<file path="config.mk">
export PLATFORM = sky130hd
export DESIGN_NAME = seven_segment_scan_controller_flat
export DESIGN_NICKNAME = d
export VERILOG_FILES = /design/src/rtl/seven_segment_scan_controller_pkg.sv /design/src/rtl/seven_segment_scan_controller_if.sv /design/src/rtl/seven_segment_scan_controller_prescaler.sv /design/src/rtl/seven_segment_scan_controller.sv /design/src/flat_wrapper.sv
export SDC_FILE = /design/constraint.sdc
export NUM_CORES = 1
export LEC_CHECK = 0
export ABC_AREA = 1
export CELL_PAD_IN_SITES_DETAIL_PLACEMENT = 1
export CELL_PAD_IN_SITES_GLOBAL_PLACEMENT = 1
export CORE_MARGIN = 5
export CORE_UTILIZATION = 40
export CTS_BUF_LIST = sky130_fd_sc_hd__clkbuf_8
export DETAILED_ROUTE_END_ITERATION = 10
export DONT_BUFFER_PORTS = 1
export PLACE_DENSITY_LB_ADDON = 0.05
export SLEW_MARGIN = 10
export SYNTH_ARGS = -nofsm -noshare
export SYNTH_HDL_FRONTEND = slang
export SYNTH_SLANG_ARGS = --single-unit
</file>
<file path="constraint.sdc">
create_clock -name clk -period 1.75 [get_ports clk]
set_input_delay 0.35 -clock clk [delete_from_list [all_inputs] [get_ports clk]]
set_output_delay 0.35 -clock clk [all_outputs]
set_load 0.01 [all_outputs]
</file>
<file path="src/rtl/seven_segment_scan_controller_pkg.sv">
`default_nettype none
// +----------------------------------------------------------------------+
// | display_pkg                                                          |
// | Shared state encoding and display constants for the scan controller. |
// | Revision: 1.0                                                        |
// +----------------------------------------------------------------------+
package display_pkg;

    typedef enum logic [1:0] {
        IDLE  = 2'd0,
        BLANK = 2'd1,
        SHOW  = 2'd2
    } scan_state_t;

    localparam logic [3:0] BCD_MAX   = 4'd9;
    localparam logic       ANODE_OFF = 1'b1;

endpackage
`default_nettype wire

</file>
<file path="src/rtl/seven_segment_scan_controller_if.sv">
`default_nettype none
// +----------------------------------------------------------------------+
// | seven_segment_scan_controller_if                                     |
// | Frame load, shared-decoder and display-pin signals of the controller.|
// | Revision: 1.0                                                        |
// +----------------------------------------------------------------------+
interface seven_segment_scan_controller_if #(
    parameter int NUM_DIGITS = 4
);
    logic                    enable;
    logic                    load;
    logic [4*NUM_DIGITS-1:0] digits_in;
    logic [6:0]              segment_in;
    logic [3:0]              bcd_out;
    logic [6:0]              seg_out;
    logic [NUM_DIGITS-1:0]   an_out;
    logic                    frame_done;
    logic                    invalid_seen;

    modport master (
        output enable, load, digits_in, segment_in,
        input  bcd_out, seg_out, an_out, frame_done, invalid_seen
    );

    modport slave (
        input  enable, load, digits_in, segment_in,
        output bcd_out, seg_out, an_out, frame_done, invalid_seen
    );
endinterface
`default_nettype wire

</file>
<file path="src/rtl/seven_segment_scan_controller_prescaler.sv">
`default_nettype none
// +----------------------------------------------------------------------+
// | scan_prescaler                                                       |
// | Per-slot cycle counter with slot-wrap pulse and guard-band end flag. |
// | Revision: 1.0                                                        |
// +----------------------------------------------------------------------+
module scan_prescaler #(
    parameter int SCAN_DIV     = 1000,
    parameter int BLANK_CYCLES = 2
) (
    input  wire logic clk,
    input  wire logic rst,
    input  wire logic run,
    output logic      wrap,
    output logic      guard_end
);
    localparam int c_CNT_W = $clog2(SCAN_DIV);

    logic [c_CNT_W-1:0] r_cnt;

    // Held at zero while not running so every scan starts on a fresh slot.
    always_ff @(posedge clk or posedge rst) begin
        if (rst) begin
            r_cnt <= '0;
        end else if (!run || wrap) begin
            r_cnt <= '0;
        end else begin
            r_cnt <= r_cnt + c_CNT_W'(1);
        end
    end

    assign wrap      = (r_cnt == c_CNT_W'(SCAN_DIV - 1));
    assign guard_end = (r_cnt == c_CNT_W'(BLANK_CYCLES - 1));

endmodule
`default_nettype wire

</file>
<file path="src/rtl/seven_segment_scan_controller.sv">
`default_nettype none
// +----------------------------------------------------------------------+
// | seven_segment_scan_controller                                        |
// | Multiplexed common-anode scan with double-buffered BCD frame and     |
// | guard-band blanking. LEADING_ZERO_BLANK_EN enables leading-zero      |
// | suppression.                                                         |
// | Revision: 1.0                                                        |
// +----------------------------------------------------------------------+
module seven_segment_scan_controller
    import display_pkg::*;
#(
    parameter int NUM_DIGITS   = 4,
    parameter int SCAN_DIV     = 1000,
    parameter int BLANK_CYCLES = 2
) (
    input  wire logic                        clk,
    input  wire logic                        rst,
    seven_segment_scan_controller_if.slave   bus
);
    localparam int c_IDX_W = $clog2(NUM_DIGITS);
    localparam int c_BUF_W = 4 * NUM_DIGITS;

    scan_state_t        r_state, w_state_next;
    logic [c_IDX_W-1:0] r_idx, w_idx_next;
    logic [c_BUF_W-1:0] r_pend, r_disp, w_pend_next, w_disp_next;
    logic [3:0]         r_bcd;
    logic [6:0]         r_seg;
    logic               r_inv;
    logic               w_wrap, w_guard_end, w_frame_end, w_enter_blank;
    logic               w_last_idx, w_lz_blank, w_show_en;
    logic [NUM_DIGITS-1:0] w_an;

    scan_prescaler #(
        .SCAN_DIV     (SCAN_DIV),
        .BLANK_CYCLES (BLANK_CYCLES)
    ) u_prescaler (
        .clk       (clk),
        .rst       (rst),
        .run       (bus.enable && (r_state != IDLE)),
        .wrap      (w_wrap),
        .guard_end (w_guard_end)
    );

    assign w_last_idx  = (r_idx == c_IDX_W'(NUM_DIGITS - 1));
    assign w_frame_end = (r_state == SHOW) && bus.enable && w_wrap && w_last_idx;

    always_comb begin
        w_state_next = r_state;
        w_idx_next   = r_idx;
        case (r_state)
            IDLE:    if (bus.enable) w_state_next = BLANK;
            BLANK:   if (!bus.enable) w_state_next = IDLE;
                     else if (w_guard_end) w_state_next = SHOW;
            SHOW:    if (!bus.enable) w_state_next = IDLE;
                     else if (w_wrap) w_state_next = BLANK;
            default: w_state_next = IDLE;
        endcase
        if (r_state == IDLE || w_state_next == IDLE) begin
            w_idx_next = '0;
        end else if (r_state == SHOW && w_wrap) begin
            w_idx_next = w_last_idx ? '0 : r_idx + c_IDX_W'(1);
        end
    end

    assign w_enter_blank = (w_state_next == BLANK) && (r_state != BLANK);

    // A load landing on the frame boundary bypasses pending so it is not lost.
    assign w_pend_next = bus.load ? bus.digits_in : r_pend;
    assign w_disp_next = (r_state == IDLE || w_frame_end) ? w_pend_next : r_disp;

    always_ff @(posedge clk or posedge rst) begin
        if (rst) begin
            r_state <= IDLE;
            r_idx   <= '0;
            r_pend  <= '0;
            r_disp  <= '0;
            r_bcd   <= '0;
            r_seg   <= '0;
            r_inv   <= 1'b0;
        end else begin
            r_state <= w_state_next;
            r_idx   <= w_idx_next;
            r_pend  <= w_pend_next;
            r_disp  <= w_disp_next;
            if (w_enter_blank) begin
                r_bcd <= 4'(w_disp_next >> {w_idx_next, 2'b00});
            end
            if (r_state == BLANK) begin
                r_seg <= bus.segment_in;
            end
            if (bus.load) begin
                r_inv <= 1'b0;
            end else if (r_state == SHOW && r_bcd > BCD_MAX) begin
                r_inv <= 1'b1;
            end
        end
    end

`ifdef LEADING_ZERO_BLANK_EN
    // Blank when this digit and every more-significant digit are zero.
    assign w_lz_blank = (r_idx != '0) && ((r_disp >> {r_idx, 2'b00}) == '0);
`else
    assign w_lz_blank = 1'b0;
`endif

    // r_bcd always holds the current slot's display digit during SHOW.
    assign w_show_en = (r_state == SHOW) && (r_bcd <= BCD_MAX) && !w_lz_blank;

    always_comb begin
        w_an = {NUM_DIGITS{ANODE_OFF}};
        if (w_show_en) begin
            w_an[r_idx] = ~ANODE_OFF;
        end
    end

    assign bus.bcd_out      = r_bcd;
    assign bus.seg_out      = r_seg;
    assign bus.an_out       = w_an;
    assign bus.frame_done   = w_frame_end;
    assign bus.invalid_seen = r_inv;

endmodule
`default_nettype wire

</file>
<file path="src/flat_wrapper.sv">
// flat-port wrapper written by rule: the top's interface ports become plain ports
module seven_segment_scan_controller_flat import display_pkg::*;
#(
    parameter int NUM_DIGITS   = 4,
    parameter int SCAN_DIV     = 1000,
    parameter int BLANK_CYCLES = 2
)
  (clk, rst, bus_enable, bus_load, bus_digits_in, bus_segment_in, bus_bcd_out, bus_seg_out, bus_an_out, bus_frame_done, bus_invalid_seen);
  seven_segment_scan_controller_if #(.NUM_DIGITS(NUM_DIGITS)) bus_i ();
  input  wire logic clk;
  input  wire logic rst;
  input wire logic [$bits(bus_i.enable)-1:0] bus_enable;
  input wire logic [$bits(bus_i.load)-1:0] bus_load;
  input wire logic [$bits(bus_i.digits_in)-1:0] bus_digits_in;
  input wire logic [$bits(bus_i.segment_in)-1:0] bus_segment_in;
  output wire logic [$bits(bus_i.bcd_out)-1:0] bus_bcd_out;
  output wire logic [$bits(bus_i.seg_out)-1:0] bus_seg_out;
  output wire logic [$bits(bus_i.an_out)-1:0] bus_an_out;
  output wire logic [$bits(bus_i.frame_done)-1:0] bus_frame_done;
  output wire logic [$bits(bus_i.invalid_seen)-1:0] bus_invalid_seen;
  assign bus_i.enable = bus_enable;
  assign bus_i.load = bus_load;
  assign bus_i.digits_in = bus_digits_in;
  assign bus_i.segment_in = bus_segment_in;
  assign bus_bcd_out = bus_i.bcd_out;
  assign bus_seg_out = bus_i.seg_out;
  assign bus_an_out = bus_i.an_out;
  assign bus_frame_done = bus_i.frame_done;
  assign bus_invalid_seen = bus_i.invalid_seen;
  seven_segment_scan_controller #(.NUM_DIGITS(NUM_DIGITS), .SCAN_DIV(SCAN_DIV), .BLANK_CYCLES(BLANK_CYCLES)) u_core (.clk(clk), .rst(rst), .bus(bus_i));
endmodule
</file>
# Yosys cells after proc, flatten, opt, wreduce, memory -nomap -nowiden
# Index checks and enable logic that the tools add are counted.
[totals] reg_bits=58 inputBits=27 output_inout_bits=17 wordCells=57
[classes] n_addsub=2 magnitude_cmp=4 eq_ne=7 n_shift=1 mux=17 n_bitwise=1 reduce_logical=17
[ops] operator="$mux 16" n=2
[ops] operator="$mux 2" n=8
[ops] operator="$shr 16x4->4" n=1
[ops] operator="$add 10x1->10 const B" n=1
[ops] operator="$eq 10x1->1 const B" n=1
[ops] operator="$eq 10x10->1 const B" n=1
[ops] operator="$mux 10" n=1
[ops] operator="$logic_and 1x1->1" n=9
[ops] operator="$pmux 2 s3" n=1
[ops] operator="$eq 2x1->1 const B" n=2
[ops] operator="$eq 2x2->1 const B" n=2
[ops] operator="$gt 4x4->1 const B" n=1
[ops] operator="$le 4x4->1 const B" n=1
[ops] operator="$logic_not 2->1" n=2
[ops] operator="$mux 4" n=1
[ops] operator="$not 4->4" n=1
[ops] operator="$reduce_bool 2->1" n=2
[ops] operator="$logic_or 1x1->1" n=3
[ops] operator="$lt 2x3->1 const B" n=1
[ops] operator="$mux 1" n=3
[ops] operator="$add 2x1->2 const B" n=1
[ops] operator="$demux 1 s2" n=1
[ops] operator="$ge 2x1->1 const B" n=1
[ops] operator="$ne 2x1->1 const B" n=1
[ops] operator="$logic_not 1->1" n=1

# Longest topological paths before layout
# Gate-level depths: netlist of the first run.
[depth] word_depth=8 mapped_depth=13 depth_no_buf=13

# Hierarchy
# A second synthesis of the first run with hierarchy kept.
[unflattened] cells_unflattened=331 area_unflattened_um2=2787.7
[modules_own_cells] module="seven_segment_scan_controller" n_inst=1 cells_per_inst=251 area_each_um2=2200.9 seq_area_each_um2=1201.2
[modules_own_cells] module="scan_prescaler" n_inst=1 cells_per_inst=80 area_each_um2=586.8 seq_area_each_um2=250.2

# Least setup slack after synthesis of the first run
# No wires, ideal clock.
[synth_timing] kind="flip-flop to flip-flop" start="register u_core.u_prescaler.r_cnt[0]" end="register u_core.r_bcd[0] (netlist: u_core.bus.bcd_out[0])" setup_ns=0.116 t_arrival_ns=1.468 path_slack_ns=0.166 stages_incl_launch_ff=12 n_path_buf=0 period_less_slack_ns=1.584 cell_sequence="dfrtp_1 -> ha_1 -> nand2_1 -> nor2_1 -> nand3_1 -> or2_0 -> nand3_4 -> inv_2 -> nand3_1 -> nand2_1 -> nand2_1 -> nand2_1"
[synth_between] elab_chain_len=8 elab_cells_between_ends=19 cone_classes="eq/ne: 3; shift: 1; mux: 8; reduce/logical: 7"
[synth_lines] element="from (decl)" line="seven_segment_scan_controller_prescaler.sv:19" source="logic [c_CNT_W-1:0] r_cnt;"
[synth_lines] element="from (signal assigned)" line="seven_segment_scan_controller_prescaler.sv:28" source="r_cnt <= r_cnt + c_CNT_W'(1);"
[synth_lines] element="$eq 10x10->1 or $eq 10x1->1 (tied branches)" line="seven_segment_scan_controller_prescaler.sv:32, seven_segment_scan_controller_prescaler.sv:33"
[synth_lines] element="$mux 2 (on tied branches)" line="seven_segment_scan_controller.sv:55, seven_segment_scan_controller.sv:53"
[synth_lines] element="$mux 2 (on tied branches)" line="seven_segment_scan_controller.sv:54, seven_segment_scan_controller.sv:52"
[synth_lines] element="$pmux 2 s3" line="seven_segment_scan_controller.sv:50" source="case (r_state)"
[synth_lines] element="$logic_not 2->1" line="seven_segment_scan_controller.sv:58" source="if (r_state == IDLE || w_state_next == IDLE) begin"
[synth_lines] element="$logic_or 1x1->1" line="seven_segment_scan_controller.sv:58"
[synth_lines] element="$mux 2 *" line="seven_segment_scan_controller.sv:58"
[synth_lines] element="net u_core.w_idx_next[1]" line="seven_segment_scan_controller.sv:24" source="logic [c_IDX_W-1:0] r_idx, w_idx_next;"
[synth_lines] element="$shr 16x4->4 *" line="seven_segment_scan_controller.sv:86" source="r_bcd <= 4'(w_disp_next >> {w_idx_next, 2'b00});"
[synth_lines] element="to (signal assigned)" line="seven_segment_scan_controller.sv:86"
[synth_lines] element="to (decl)" line="seven_segment_scan_controller.sv:26" source="logic [3:0] r_bcd;"
# The timed path passes the listed nets; every way through them passes the cells marked *.
# A chain may end at the register's enable or synchronous reset.

# Final worst setup path of the first run
[layout_timing] start="register u_core.u_prescaler.r_cnt[4]" end="output bus_frame_done"
[layout_between] elab_chain_len=3
[layout_lines] element="$eq 10x10->1" line="seven_segment_scan_controller_prescaler.sv:32" source="assign wrap = (r_cnt == c_CNT_W'(SCAN_DIV - 1));"
[layout_lines] element="$logic_and 1x1->1 (2 in a row)" line="seven_segment_scan_controller.sv:45" source="assign w_frame_end = (r_state == SHOW) && bus.enable && w_wrap && w_last_idx;"
[layout_lines] element="to (decl)" line="flat_wrapper.sv:19" source="output wire logic [$bits(bus_i.frame_done)-1:0] bus_frame_done;"
# No other way between the ends.

==> flow_metrics.tcl, run 1 <==
set metrics [dict create \
    end_kind "primary output" \
    clock_latency_ps 330 \
    die_area_sq_mm 0.00862 \
    cp_max_fo 4 \
    antenna_found_initial 0 \
    seqPwrFrac_pct 45.8 \
    cap_viol_max_count 0 \
    io_pins 44 \
    final.period_utilization_pct 112 \
    start_util_pct 40.9 \
    hold_viol 0 \
    p_int_mw 2.62 \
    p_comb_share_pct 12.8 \
    antenna_left 0 \
    ys_seq_elements 58 \
    power_mw 3.51 \
    grt_start_max_net_pins 59 \
    h-tree-depth 3 \
    io_buffers 0 \
    power.net_switching_mw 0.890 \
    rows 30 \
    grt_pass1_vias 2322 \
    report.final.slew_viol_count 0 \
    multi_input_area_sq_mm 0.00119 \
    tightest_slew_ps 354 \
    fill_cells 763 \
    critPathArrivalTime_ps 1610 \
    synth.avg_cell_area_sq_um 9.73 \
    area_growth_pct 23.1 \
    cts_tree "done" \
    fmax_mhz 511 \
    coreArea_sq_mm 0.00672 \
    yosysSeqAreaShare_pct 52.9 \
    synth_fp_nets 315 \
    p_leak_nw 1.69 \
    place_hpwl_microns 4930 \
    yosysWarnings 0 \
    synth_area_leaders "dfrtp_1, mux2_2, nand2_1, nand3_1, ha_1" \
    grt_pass1_wl_microns 11500 \
    synth.largest_area_cell "dfrtp_1" \
    required_ps 1400 \
    cts.sinks 58 \
    outcome "complete, but fails checks" \
    ir_worst_vdd_mv 0.629 \
    powerDensity_mw_per_mm2 1040 \
    nNetsFinal 359 \
    drc 0 \
    violations "setup timing" \
    clockBufferDepth 2 \
    netlist_area_sq_mm 0.00275 \
    max_slew_margin_pct 76.4 \
    gp_congestion 0.781 \
    cp-start-kind "flip-flop" \
    vias 2138 \
    finClkSkew_ps 9.43 \
    die_x_microns 92.8 \
    firstDrtPassIters 4 \
    drive_above_1_share_pct 31.4 \
    grt_overflow 0 \
    regArea_sq_mm 0.00145 \
    die_h_microns 92.8 \
    viasPerCell 5.20 \
    clockPowerShare_pct 41.4 \
    numCtsBuffers 9 \
    antenna_cells 0 \
    synthCells 282 \
    swShare_pct 25.4 \
    yosysTopAreaCellShare_pct 52.9 \
    finalSetupTns_ps -395 \
    clk_pin_slew_ps 70 \
    wl_microns 6890 \
    track_usage_pct 17.2 \
    wl_per_cell_microns 16.8 \
    setup_slack_ps -205 \
    cts_root_buffer "clkbuf_8" \
    hold_class "input port to flip-flop" \
    synth_cell_type_count 28 \
    post-route-min-period_ps 1960 \
    drt_iter0_drc 44 \
    post-place-ws_ps -116 \
    final-setup-viol-count 5 \
    worstSetupPathType "flip-flop to primary output" \
    rsz0062_at_grt "true" \
]
==> critical path, cell delays in order, from the launching register on <==
cell and delay, ps:
dfrtp_1 400, buf_6 140, nor3_4 150, nand4_1 140, nor4_1 280, buf_4 170
==> placed cells by master, fill, tap and decap left out, types with 4 or more instances in the layout <==
| cell type | count |
|---|---|
| a21oi_1 | 6 |
| buf_4 | 34 |
| clkbuf_8 | 12 |
| dfrtp_1 | 58 |
| ha_1 | 5 |
| inv_1 | 15 |
| inv_2 | 7 |
| mux2_2 | 23 |
| nand2_1 | 66 |
| nand2_2 | 7 |
| nand3_1 | 48 |
| nor2_1 | 11 |
| nor2_2 | 4 |
| nor3_1 | 6 |
==> logic make-up after synthesis <==
group,count (synthesis),share of synthesized area (%)
adder cells (fa/ha/maj),6,2.73
buffers and inverters,28,5.29
XOR/XNOR,1,0.319
flip-flops,58,52.9
AO/OA/AOI/OAI,9,2.01
AND/OR/NAND/NOR,157,27.3
multiplexers,23,9.43
==> stage by stage <==
stage | hold WS (ps) | utilization, % | instance area, sq um | std cells
floorplan | 443 | - | 2750 | 282
global placement | 329 | 45.1 | 3030 | 387
detailed placement | 332 | 45.1 | 3030 | 387
CTS | 72.8 | 49.1 | 3300 | 404
global route | 68.6 | 50.3 | 3380 | 411
finish | 94.6 | 50.3 | 3380 | 411
==> power groups by stage <==
stage	Clock (mW)	Combinational [mW]	Sequential, mW
final	1.45	0.449	1.61
after CTS	1.49	0.454	1.61
after global routing	1.55	0.513	1.62
after global placement	0	0.444	1.63
after floorplan	0	0.325	1.61
after detailed placement	0	0.445	1.64
==> registers in the layout (all words and copies together), names as in the netlist <==
name and flops:
u_core.r_idx 2, u_core.bus.seg_out 7, u_core.bus.invalid_seen 1, u_core.bus.bcd_out 4, u_core.r_pend 16, u_core.u_prescaler.r_cnt 10
u_core.r_disp 16, u_core.r_state 2
==> metal layers <==
metal,vias to the layer above,global-route usage (%),wire length (microns)
met2,40,25.9,3150
li1,1028,-,-
met3,11,3.74,244
met5,-,0,0
met1,1059,24.0,3380
met4,0,6.96,117
==> layout make-up <==
| class | count | area share, % |
|---|---|---|
| Clock buffer | 12 | 4.89 |
| Inverter | 23 | 2.74 |
| Clock inverter | 4 | 2.15 |
| Sequential cell | 58 | 42.9 |
| Multi-Input combinational cell | 196 | 35.2 |
| Tap cell | 80 | 2.96 |
| Timing Repair Buffer | 38 | 9.11 |
==> what timing repair did <==
| action | 4_1_cts | 5_1_grt |
|---|---|---|
| pin swaps | 0 | 4 |
| buffers inserted | 0 | 7 |
| endpoints found under the setup margin | 5 | 11 |
| resized for setup | 6 | 7 |
| hold endpoints to repair | 58 | 0 |
| hold buffers | 1 | 0 |
==> final timing paths <==
| path | start | endpoint | slack, ps | cells past startpoint |
|---|---|---|---|---|
| min reg2reg | u_core.r_pend[15]$_DFF_PP0_ | u_core.r_pend[15]$_DFF_PP0_ | 500 | 1 |
| max | u_core.u_prescaler.r_cnt[4]$_DFF_PP0_ | bus_frame_done | -210 | 5 |
| min | bus_load | u_core.bus.invalid_seen$_DFFE_PP0P_ | 90 | 1 |
| min in group asynchronous | rst | u_core.u_prescaler.r_cnt[8]$_DFF_PP0_ | 580 | 3 |
| max in group asynchronous | rst | u_core.r_disp[5]$_DFF_PP0_ | 910 | 3 |
| max reg2reg | u_core.u_prescaler.r_cnt[1]$_DFF_PP0_ | u_core.bus.bcd_out[0]$_DFFE_PP0P_ | -60 | 12 |
==> Yosys cell counts <==
library cell	n
nand3_4	1
inv_1	16
mux2_2	23
nor4_1	2
buf_12	1
a32o_1	1
nor2_4	1
and3_2	1
xor2_1	1
nand3_1	48
nor2_1	12
nand2_4	1
nor3b_1	1
a21oi_1	6
or2_0	1
buf_2	1
nand2_2	6
nand4_4	1
nor2_2	3
inv_2	7
nand4_1	2
nor3_1	8
and3_1	1
buf_6	3
dfrtp_1	58
ha_1	6
o21a_1	2
nand2_1	68
Power figures use the tool's default switching activity.
==> run 2: changes to the inputs <==
Settings changed: ABC_CLOCK_PERIOD_IN_PS set to 1750.
==> results of run 2 <==
No change in the layout: final DEF, timing and power equal those of run 1.
